===== config.mk =====
export PLATFORM = sky130hd
export DESIGN_NAME = router_pkt_tx_flat
export DESIGN_NICKNAME = d
export VERILOG_FILES = /design/src/rtl/router_pkt_tx_pkg.sv /design/src/rtl/router_pkt_tx_if.sv /design/src/rtl/router_pkt_tx_buf.sv /design/src/rtl/router_pkt_tx.sv /design/src/flat_wrapper.sv
export SDC_FILE = /design/constraint.sdc
export NUM_CORES = 1
export LEC_CHECK = 0
export BUFFER_PORTS_ARGS = -buffer_cell sky130_fd_sc_hd__buf_4
export CORE_MARGIN = 10
export CORE_UTILIZATION = 55
export CTS_CLUSTER_DIAMETER = 120
export DETAILED_ROUTE_END_ITERATION = 8
export HOLD_SLACK_MARGIN = 0.06
export PLACE_DENSITY = 0.71
export SLEW_MARGIN = 20
export SYNTH_ARGS = -nofsm -noshare
export SYNTH_HDL_FRONTEND = slang
export SYNTH_SLANG_ARGS = --single-unit

===== constraint.sdc =====
create_clock -name clk -period 3.32 [get_ports clk]
set_input_delay 0.166 -clock clk [delete_from_list [all_inputs] [get_ports clk]]
set_output_delay 0.166 -clock clk [all_outputs]
set_load 0.02 [all_outputs]

===== src/rtl/router_pkt_tx_pkg.sv =====
// Shared types and constants for the router packet transmitter.
package router_pkg;

  localparam int ADDR_W = 2;
  localparam int LEN_W  = 6;
  localparam int DATA_W = 8;

  localparam logic [ADDR_W-1:0] ADDR_INVALID = 2'b11;

  typedef enum logic [2:0] {
    S_IDLE    = 3'd0,
    S_LOAD    = 3'd1,
    S_HEADER  = 3'd2,
    S_PAYLOAD = 3'd3,
    S_PARITY  = 3'd4
  } tx_state_e;

  // Header byte as the router expects it: length in the upper six bits,
  // destination port in the lower two.
  function automatic logic [DATA_W-1:0] pack_header(input logic [LEN_W-1:0]  len,
                                                    input logic [ADDR_W-1:0] addr);
    return {len, addr};
  endfunction

endpackage


===== src/rtl/router_pkt_tx_if.sv =====
// Bundle of the request, payload stream and router-side signals.
//
// Handshakes:
//   payload: a byte moves on a rising edge where pl_valid & pl_ready are both
//            high; the producer holds pl_data stable while pl_valid is high and
//            pl_ready is low, and pl_ready does not depend on pl_valid.
//   router : a beat moves on a rising edge in HEADER/PAYLOAD/PARITY where busy
//            is low; while busy is high data_in and packet_valid hold.
interface router_pkt_tx_if;
  import router_pkg::*;

  logic              start;
  logic [ADDR_W-1:0] dest_addr;
  logic [LEN_W-1:0]  payload_len;
  logic              corrupt_parity;
  logic [DATA_W-1:0] pl_data;
  logic              pl_valid;
  logic              pl_ready;
  logic              busy;
  logic              packet_valid;
  logic [DATA_W-1:0] data_in;
  logic              tx_busy;
  logic              done;
  logic              cfg_err;
  tx_state_e         dbg_state;

  modport master (
    output start, dest_addr, payload_len, corrupt_parity, pl_data, pl_valid, busy,
    input  pl_ready, packet_valid, data_in, tx_busy, done, cfg_err, dbg_state
  );

  modport slave (
    input  start, dest_addr, payload_len, corrupt_parity, pl_data, pl_valid, busy,
    output pl_ready, packet_valid, data_in, tx_busy, done, cfg_err, dbg_state
  );

endinterface


===== src/rtl/router_pkt_tx_buf.sv =====
// Payload buffer: one byte per entry, synchronous write, combinational read.
module router_tx_buf
  import router_pkg::*;
#(
  parameter int MAX_LEN = 63
) (
  input  logic              clk,
  input  logic              wr_en,
  input  logic [LEN_W-1:0]  wr_addr,
  input  logic [DATA_W-1:0] wr_data,
  input  logic [LEN_W-1:0]  rd_addr,
  output logic [DATA_W-1:0] rd_data
);

  logic [DATA_W-1:0] mem [MAX_LEN];

  // Store accepted payload bytes; contents are not reset.
  always_ff @(posedge clk) begin
    if (wr_en && (int'(wr_addr) < MAX_LEN)) begin
      mem[wr_addr] <= wr_data;
    end
  end

  // Read port follows the transmit counter; out-of-range reads return zero.
  always_comb begin
    rd_data = '0;
    if (int'(rd_addr) < MAX_LEN) begin
      rd_data = mem[rd_addr];
    end
  end

endmodule


===== src/rtl/router_pkt_tx.sv =====
// Packet transmitter for the router input port: buffers a payload, then sends
// header, payload and XOR parity with back-pressure from the router.
module router_pkt_tx
  import router_pkg::*;
#(
  parameter int MAX_LEN = 63
) (
  input logic             clk,
  input logic             reset,
  router_pkt_tx_if.slave  bus
);

  tx_state_e         state;
  logic [ADDR_W-1:0] addr_q;
  logic [LEN_W-1:0]  len_q;
  logic              corrupt_q;
  logic [DATA_W-1:0] parity_q;
  logic [LEN_W-1:0]  wr_cnt;
  logic [LEN_W-1:0]  rd_cnt;
  logic [DATA_W-1:0] data_q;
  logic              pv_q;
  logic              done_q;
  logic              cfg_err_q;
  logic [DATA_W-1:0] rd_data;
  logic              wr_en;
  logic [DATA_W-1:0] header;

  assign wr_en  = (state == S_LOAD) && bus.pl_valid;
  assign header = pack_header(len_q, addr_q);

  router_tx_buf #(.MAX_LEN(MAX_LEN)) u_buf (
    .clk     (clk),
    .wr_en   (wr_en),
    .wr_addr (wr_cnt),
    .wr_data (bus.pl_data),
    .rd_addr (rd_cnt),
    .rd_data (rd_data)
  );

  // Transmit FSM with counters, parity accumulator and registered outputs.
  always_ff @(posedge clk or posedge reset) begin
    if (reset) begin
      state     <= S_IDLE;
      addr_q    <= '0;
      len_q     <= '0;
      corrupt_q <= 1'b0;
      parity_q  <= '0;
      wr_cnt    <= '0;
      rd_cnt    <= '0;
      data_q    <= '0;
      pv_q      <= 1'b0;
      done_q    <= 1'b0;
      cfg_err_q <= 1'b0;
    end else begin
      done_q    <= 1'b0;
      cfg_err_q <= 1'b0;
      unique case (state)
        S_IDLE: begin
          if (bus.start) begin
            if ((bus.dest_addr == ADDR_INVALID) || (bus.payload_len == '0)) begin
              cfg_err_q <= 1'b1;
            end else begin
              addr_q    <= bus.dest_addr;
              len_q     <= bus.payload_len;
              corrupt_q <= bus.corrupt_parity;
              parity_q  <= '0;
              wr_cnt    <= '0;
              // rd_cnt starts at 0 so the buffer already presents byte 0 in HEADER.
              rd_cnt    <= '0;
              state     <= S_LOAD;
            end
          end
        end
        S_LOAD: begin
          if (bus.pl_valid) begin
            wr_cnt <= wr_cnt + 6'd1;
            if (wr_cnt == len_q - 6'd1) begin
              data_q   <= header;
              pv_q     <= 1'b1;
              parity_q <= parity_q ^ bus.pl_data ^ header;
              state    <= S_HEADER;
            end else begin
              parity_q <= parity_q ^ bus.pl_data;
            end
          end
        end
        S_HEADER: begin
          if (!bus.busy) begin
            data_q <= rd_data;
            rd_cnt <= rd_cnt + 6'd1;
            state  <= S_PAYLOAD;
          end
        end
        S_PAYLOAD: begin
          if (!bus.busy) begin
            if (rd_cnt == len_q) begin
              data_q <= corrupt_q ? ~parity_q : parity_q;
              pv_q   <= 1'b0;
              state  <= S_PARITY;
            end else begin
              data_q <= rd_data;
              rd_cnt <= rd_cnt + 6'd1;
            end
          end
        end
        S_PARITY: begin
          if (!bus.busy) begin
            data_q <= '0;
            done_q <= 1'b1;
            state  <= S_IDLE;
          end
        end
        default: state <= S_IDLE;
      endcase
    end
  end

  assign bus.pl_ready     = (state == S_LOAD);
  assign bus.tx_busy      = (state != S_IDLE);
  assign bus.packet_valid = pv_q;
  assign bus.data_in      = data_q;
  assign bus.done         = done_q;
  assign bus.cfg_err      = cfg_err_q;
  assign bus.dbg_state    = state;

endmodule


===== src/flat_wrapper.sv =====
// flat-port wrapper written by rule: the top's interface ports become plain ports
module router_pkt_tx_flat import router_pkg::*;
#(
  parameter int MAX_LEN = 63
)
  (clk, reset, bus_start, bus_dest_addr, bus_payload_len, bus_corrupt_parity, bus_pl_data, bus_pl_valid, bus_busy, bus_pl_ready, bus_packet_valid, bus_data_in, bus_tx_busy, bus_done, bus_cfg_err, bus_dbg_state);
  router_pkt_tx_if bus_i ();
  input logic clk;
  input logic reset;
  input wire logic [$bits(bus_i.start)-1:0] bus_start;
  input wire logic [$bits(bus_i.dest_addr)-1:0] bus_dest_addr;
  input wire logic [$bits(bus_i.payload_len)-1:0] bus_payload_len;
  input wire logic [$bits(bus_i.corrupt_parity)-1:0] bus_corrupt_parity;
  input wire logic [$bits(bus_i.pl_data)-1:0] bus_pl_data;
  input wire logic [$bits(bus_i.pl_valid)-1:0] bus_pl_valid;
  input wire logic [$bits(bus_i.busy)-1:0] bus_busy;
  output wire logic [$bits(bus_i.pl_ready)-1:0] bus_pl_ready;
  output wire logic [$bits(bus_i.packet_valid)-1:0] bus_packet_valid;
  output wire logic [$bits(bus_i.data_in)-1:0] bus_data_in;
  output wire logic [$bits(bus_i.tx_busy)-1:0] bus_tx_busy;
  output wire logic [$bits(bus_i.done)-1:0] bus_done;
  output wire logic [$bits(bus_i.cfg_err)-1:0] bus_cfg_err;
  output wire logic [$bits(bus_i.dbg_state)-1:0] bus_dbg_state;
  assign bus_i.start = bus_start;
  assign bus_i.dest_addr = bus_dest_addr;
  assign bus_i.payload_len = bus_payload_len;
  assign bus_i.corrupt_parity = bus_corrupt_parity;
  assign bus_i.pl_data = bus_pl_data;
  assign bus_i.pl_valid = bus_pl_valid;
  assign bus_i.busy = bus_busy;
  assign bus_pl_ready = bus_i.pl_ready;
  assign bus_packet_valid = bus_i.packet_valid;
  assign bus_data_in = bus_i.data_in;
  assign bus_tx_busy = bus_i.tx_busy;
  assign bus_done = bus_i.done;
  assign bus_cfg_err = bus_i.cfg_err;
  assign bus_dbg_state = bus_i.dbg_state;
  router_pkt_tx #(.MAX_LEN(MAX_LEN)) u_core (.clk(clk), .reset(reset), .bus(bus_i));
endmodule

==> metrics.txt, run 1 <==
hold slack=0.0938 ns; Rel. slew slack=0.357; Core Box Area=40,600 um2; multi-input logic area=5790 um2; Crit path buffers/inverters=2; router iterations before antenna repair=6; Leak Pwr=0.00827 uW; Syn Inst Count=1,291; Initial Util=0.553; clk_lat worst skew=0.61 ns; Tightest Hold Check Type=in2reg; highest clock rate=333 MHz; IO Port Bufs=37; Required @ worst endpoint=3.86 ns; RSZ-0062 raised after global routing=false; remaining antenna violation count after routing=0; total power=17,200 uW; Crit path max-delay family=compound AO/OA/AOI/OAI gates; chip height=222 um; Worst-path clk slew=0.06 ns; DIE AREA=49,400 um2; Final Critical Period=3.01 ns; setup bufs post-CTS=0; critical path class=reg2reg; clk_skew=0.0165 ns; area delta synth->final=14.4%; r2r worst-path depth=8; H-tree levels=2; Async SR Flop Fraction=0.0786; DR WL/cell=25.9 um; Die X=222 um; fin crit share=0.905; Site Rows=74; Switching Power=4540 uW; Via density=6.25; slowest cell on the critical path=a2111oi_0; setup_tns=0 ns; FF+latch count, synth=547; WHS Endpoint=u_core.wr_cnt[0]; first-pass GRT wire length=77.7 mm; Clock Power Share=0.365; post-DP HPWL=31.3 mm; 1st-iter DRT viols=1,357; Hold Vio Cnt, Final=0; CTS Sinks=547; FF-to-FF Start=u_core.rd_cnt[1]; post-synthesis average cell area=17.4 um2; Slew Viols, Final=0; sequential share of the synthesized area=0.721; power share of the combinational group=0.167; Reg-to-Reg End=u_core.bus.data_in[2]; vias=12,400; Final Non-Filler Cells=1,985; register area=16,200 um2; crit-path cells=nand3b_1, buf_4, o22ai_1, a2111oi_2, a2111oi_0, buf_4, a211oi_1, o22ai_1; final WL=51.4 mm; gpl congestion=0.897; placed cell count=1,871; pin count of the biggest net entering global routing=67; root buf cell=clkbuf_16; max capacitance violation total=0; Final #Nets=1,432; gr ovfl total=0; setup violators final=0; met3 Usage GRT=0.0320; pwr dens=670 nW/um2; hold path startpoint=bus_pl_valid; clk buf depth=3; WP data arrival=3.54 ns; Worst Tran Pin Value=0.941 ns; Num CTS Buffers=54; Crit Path Max Fanout=16; EDFF count, synth=504; vias in the first global route=12,200; GR Layer Usage met1=0.293; worst hold path cell count=4; Internal Pwr Total=12,700 uW; Synth cell types=65; GRT busiest layer=met2; slowest stage delay, CP=0.77 ns; layout cells sized above 1=0.232; initial antenna violation count=2; r2r setup slk=0.31 ns; Ports=38; Post-synth top flop=edfxtp_1; Final Core Density=0.633; met2 GRT Util=0.314; Inserted Diodes=0; Sw Share=0.263; CP endpoint kind=flip-flop; cell area after synthesis=22,500 um2; layout filler cell count=2,738; TritonCTS clock tree=built; crit start category=flip-flop; Mapped Nets=1,316; yosys warns=0; peak supply drop=0.416 mV; run status=complete, no violations; Sequential Power Share=0.468; remaining routing DRC violations=0; Tot GR Track Use=0.206
==> repair_timing <==
action                                 CTS  global route
hold buffers                            12             0
resized for setup                        0             0
endpoints found under the hold margin   58             0
==> per-layer routing <==
layer,vias up,routed length [um]
met2,513,24100
met5,-,11
met3,111,4100
met1,6354,21500
li1,5424,-
met4,2,1610
==> through the flow <==
stage / cell area [um2] / worst slack, ns
2_1_floorplan: 22500 / 0.539
3_3_place_gp: 23700 / 0.419
3_5_place_dp: 23700 / 0.356
4_1_cts: 25700 / 0.327
5_1_grt: 25700 / 0.168
6_report: 25700 / 0.315
==> synthesized netlist by cell type, types with 5 or more instances <==
| library cell | count | area, um2 |
|---|---|---|
| mux2i_1 | 64 | 641 |
| a22oi_1 | 9 | 67.6 |
| buf_6 | 7 | 78.8 |
| a211oi_1 | 21 | 158 |
| mux4_1 | 9 | 236 |
| buf_4 | 9 | 67.6 |
| o21ai_1 | 6 | 30.0 |
| buf_1 | 8 | 30.0 |
| a2111oi_1 | 5 | 50.1 |
| nor4_1 | 10 | 62.6 |
| and2_1 | 7 | 43.8 |
| a31oi_1 | 10 | 62.6 |
| nand2b_1 | 5 | 31.3 |
| a21o_1 | 6 | 45.0 |
| nand3_1 | 17 | 85.1 |
| mux4_2 | 75 | 1690 |
| nand2_1 | 44 | 165 |
| o221ai_1 | 14 | 123 |
| clkbuf_1 | 32 | 120 |
| edfxtp_1 | 504 | 15100 |
| xnor2_1 | 22 | 193 |
| a21oi_1 | 30 | 150 |
| o2111ai_1 | 6 | 52.6 |
| a22o_1 | 9 | 78.8 |
| inv_1 | 7 | 26.3 |
| mux2_2 | 25 | 282 |
| nor2_1 | 90 | 338 |
| dfrtp_1 | 43 | 1080 |
| xor2_1 | 6 | 52.6 |
| o21ai_0 | 40 | 200 |
| buf_2 | 24 | 120 |
| a211o_1 | 6 | 52.6 |
| nor3_1 | 6 | 30.0 |
| or3_1 | 7 | 43.8 |
| o2111a_1 | 5 | 56.3 |
| o22ai_1 | 17 | 106 |
| nor2b_1 | 21 | 131 |
| nand4_1 | 7 | 43.8 |
==> cells by family (layout without fill, tap and decap cells) <==
family	Yosys count	in the layout	share of synthesized area
flip-flops	547	547	0.721
AND/OR/NAND/NOR	235	235	0.0502
AO/OA/AOI/OAI	214	214	0.0669
multiplexers	173	173	0.127
buffers and inverters	90	252	0.0221
XOR/XNOR	29	29	0.0116
adder cells (fa/ha/maj)	3	3	0.00167
==> worst register-to-register path: stages, from the launching register on <==
cell	delay, ns
dfrtp_4	0.59
nand3b_1	0.46
buf_4	0.31
o22ai_1	0.28
a2111oi_2	0.09
a2111oi_0	0.77
buf_4	0.24
a211oi_1	0.06
o22ai_1	0.13
==> sequential cells by signal, summed over array words and instances (netlist names) <==
register,cells
u_core.addr_q,2
u_core.bus.done,1
u_core.corrupt_q,1
u_core.wr_cnt,6
u_core.bus.packet_valid,1
u_core.bus.cfg_err,1
u_core.rd_cnt,6
u_core.len_q,6
u_core.u_buf.mem,504
u_core.bus.dbg_state,3
u_core.parity_q,8
u_core.bus.data_in,8
==> worst max-delay path by stage <==
stage	startpoint	end	slack, ns	cells past startpoint
final	u_core.rd_cnt[1]	u_core.bus.data_in[2]	0.31	8
after global routing	u_core.rd_cnt[0]	u_core.bus.data_in[2]	0.17	7
after CTS	u_core.rd_cnt[0]	u_core.bus.data_in[7]	0.33	7
after detailed placement	u_core.rd_cnt[0]	u_core.bus.data_in[7]	0.36	7
after global placement	u_core.rd_cnt[0]	u_core.bus.data_in[2]	0.42	7
after floorplan	u_core.bus.dbg_state[1]	u_core.u_buf.mem[55][0]	0.54	8
==> layout by cell type (no fill, tap or decap), types with 7 or more instances in the layout <==
| master | netlist | routed |
|---|---|---|
| bufinv_16 | 0 | 7 |
| a21oi_1 | 30 | 30 |
| clkbuf_16 | 0 | 57 |
| nor2_1 | 90 | 90 |
| o22ai_1 | 17 | 17 |
| nand3_1 | 17 | 17 |
| and2_1 | 7 | 7 |
| mux4_2 | 75 | 75 |
| dfrtp_1 | 43 | 40 |
| mux2i_1 | 64 | 64 |
| clkinv_1 | 0 | 8 |
| nand4_1 | 7 | 7 |
| dlygate4sd3_1 | 0 | 12 |
| mux4_1 | 9 | 9 |
| edfxtp_1 | 504 | 504 |
| nor2b_1 | 21 | 20 |
| xnor2_1 | 22 | 22 |
| o21ai_1 | 6 | 7 |
| a31oi_1 | 10 | 10 |
| mux2_2 | 25 | 25 |
| a22oi_1 | 9 | 9 |
| o221ai_1 | 14 | 14 |
| nor4_1 | 10 | 9 |
| buf_4 | 9 | 127 |
| a211oi_1 | 21 | 21 |
| clkbuf_1 | 32 | 9 |
| clkinv_2 | 0 | 10 |
| or3_1 | 7 | 7 |
| nand2_1 | 44 | 44 |
| o21ai_0 | 40 | 39 |
| a22o_1 | 9 | 9 |
==> power groups by stage <==
| stage | registers (uW) | clock network (uW) | logic [uW] |
|---|---|---|---|
| finish | 8080 | 6290 | 2880 |
| global route | 8100 | 6660 | 3080 |
| floorplan | 8080 | 0 | 2050 |
| global placement | 8200 | 0 | 2820 |
| detailed placement | 8210 | 0 | 2840 |
| CTS | 8060 | 6370 | 2870 |
==> final cells by class <==
cell class	instances	share of cell area
sequential	547	0.631
timing repair buffer	143	0.0449
tap	532	0.0259
inverter	7	0.00102
clock buffer	67	0.0573
clock inverter	35	0.0150
multi-input combinational	654	0.225
Power figures use the tool's default switching activity.
==> run 2: changes to the inputs <==
--- a/config.mk
+++ b/config.mk
@@ -7,11 +7,10 @@
 export LEC_CHECK = 0
 export BUFFER_PORTS_ARGS = -buffer_cell sky130_fd_sc_hd__buf_4
 export CORE_MARGIN = 10
-export CORE_UTILIZATION = 55
+export CORE_UTILIZATION = 45
 export CTS_CLUSTER_DIAMETER = 120
 export DETAILED_ROUTE_END_ITERATION = 8
 export HOLD_SLACK_MARGIN = 0.06
-export PLACE_DENSITY = 0.71
 export SLEW_MARGIN = 20
 export SYNTH_ARGS = -nofsm -noshare
 export SYNTH_HDL_FRONTEND = slang
==> run 2 against run 1 <==
  * Utilization down 11 points
  * Sequential power up 0.5%
  * Register-to-register slack better by 0.03 ns
  * Via count down 1.1%
  * Setup slack better by 0.028 ns
  * Global-route usage down 2.5 points
  * Power down 1.6%
  * Sequential share of layout area down 0.45 points
  * Cell area up 0.72%
  * Clock power down 5.9%
  * Critical endpoint is now u_core.bus.data_in[3]
  * Largest cell class unchanged
  * Highest routed layer is now met4
==> metrics.txt, run 2 (synthesis gave the netlist of run 1 again) <==
run status=complete, no violations; Core Box Area=49,200 um2; pwr dens=655 nW/um2; Required @ worst endpoint=3.80 ns; final worst slack=0.343 ns; TritonCTS clock tree=built; crit-path cells=buf_4, mux4_2, a22o_1, a2111oi_1, a21oi_1, o2111ai_1, a21oi_1; 1st-iter DRT viols=1,271; max capacitance violation total=0; multi-input logic area=5790 um2; peak supply drop=0.443 mV; remaining antenna violation count after routing=0; WP data arrival=3.45 ns; clk_skew=0.0238 ns; Rel. slew slack=0.450; most common cell after layout, fill and taps aside=edfxtp_1; crit start category=flip-flop; FF-to-FF Start=u_core.rd_cnt[0]; WHS Endpoint=u_core.u_buf.mem[55][4]; area delta synth->final=15.2%; Hold Vio Cnt, Final=0; Worst Tran Pin Value=0.825 ns; Reg-to-Reg End=u_core.bus.data_in[3]; post-DP HPWL=33.2 mm; Initial Util=0.458; fin crit share=0.897; layout cells sized above 1=0.234; vias in the first global route=12,400; highest clock rate=336 MHz; critical path class=reg2reg; remaining routing DRC violations=0; RSZ-0062 raised after global routing=false; first-pass GRT wire length=80.8 mm; gpl congestion=0.844; root buf cell=clkbuf_16; setup_tns=0 ns; final WL=53.4 mm; H-tree levels=2; worst hold path cell count=1; register area=16,200 um2; slowest cell on the critical path=dfrtp_4; clk buf depth=3; Worst-path clk slew=0.06 ns; Inserted Diodes=0; Final #Nets=1,449; Slew Viols, Final=0; Top cell by count, worst path=a21oi_1; Largest register FFs=504; IO Port Bufs=37; DR WL/cell=25.0 um; Num CTS Buffers=55; Top reg by flops=u_core.u_buf.mem; CP endpoint kind=flip-flop; design area=25,900 um2; vias=12,300; CTS Sinks=547; initial antenna violation count=0; hold path startpoint=bus_pl_data[4]; Setup WS pre-CTS=0.379 ns; Tot GR Track Use=0.181; post-CTS sizing=0; Site Rows=81; layout filler cell count=3,943; most frequent cells in the layout=edfxtp_1, buf_4, nor2_1, mux4_2, mux2i_1; router iterations before antenna repair=5; Via density=5.76; dpl cell area=24,100 um2; r2r worst-path depth=7; slowest stage delay, CP=0.69 ns; Final Critical Period=2.98 ns; Tightest Hold Check Type=in2reg; pin count of the biggest net entering global routing=67; Leak Pwr=0.00832 uW; chip height=244 um; Crit Path Max Fanout=19; # hold bufs at CTS=13; Die X=244 um; clk_lat worst skew=0.60 ns; setup bufs post-CTS=0; gr ovfl total=0; r2r setup slk=0.34 ns; DIE AREA=59,300 um2; Ports=38; setup violators final=0
[run 2: cell count changes in the layout (fill, tap and decap cells not counted), moves of 4 or more]
cell,previous run,this run
buf_4,127,139
bufinv_16,7,3
clkinv_1,8,12
clkinvlp_4,5,1
[run 2: routing by layer]
layer | track usage | up-vias | routed length, um | share of wire
li1 | - | 5469 | - | -
met1 | 0.254 | 6336 | 23500 | 0.44
met2 | 0.276 | 367 | 24700 | 0.46
met3 | 0.0372 | 99 | 3550 | 0.067
met4 | 0.0632 | 0 | 1650 | 0.031
met5 | 0 | - | 0 | 0
[run 2: final cells by class]
type	count	area share
Sequential cell	547	0.626
Clock buffer	71	0.0579
Clock inverter	30	0.00850
Inverter	7	0.00106
Tap cell	664	0.0321
Timing Repair Buffer	159	0.0507
Multi-Input combinational cell	654	0.224
[run 2: power by group]
part / total (uW) / switching, uW / internal [uW]
Sequential: 8120 / 371 / 7740
Combinational: 2940 / 1650 / 1280
Clock: 5920 / 2520 / 3400
[run 2: critical path: cells and delay by family (launching register included)]
kind	cells	cell delay (ns)
AO/OA/AOI/OAI	5	1.41
flip-flops	1	0.69
multiplexers	1	0.50
buffers and inverters	1	0.25
[run 2: worst max-delay path by stage]
| stage | slack (ns) | depth (start not counted) | from | end |
|---|---|---|---|---|
| global placement | 0.22 | 7 | u_core.rd_cnt[0] | u_core.bus.data_in[6] |
| CTS | 0.37 | 7 | u_core.rd_cnt[0] | u_core.bus.data_in[3] |
| global route | 0.26 | 7 | u_core.rd_cnt[0] | u_core.bus.data_in[3] |
| detailed placement | 0.38 | 7 | u_core.rd_cnt[0] | u_core.bus.data_in[3] |
| finish | 0.34 | 7 | u_core.rd_cnt[0] | u_core.bus.data_in[3] |
| floorplan | 0.54 | 8 | u_core.bus.dbg_state[1] | u_core.u_buf.mem[55][0] |
[run 2: metrics by stage]
| step | util | hold slack (ns) | instances | total power (uW) |
|---|---|---|---|---|
| global placement | 0.489 | 0.389 | 2018 | 11100 |
| detailed placement | 0.489 | 0.399 | 2018 | 11200 |
| global route | 0.527 | 0.168 | 2132 | 17600 |
| floorplan | - | 0.232 | 1291 | 10100 |
| finish | 0.527 | 0.136 | 2132 | 17000 |
| CTS | 0.527 | 0.160 | 2132 | 17100 |
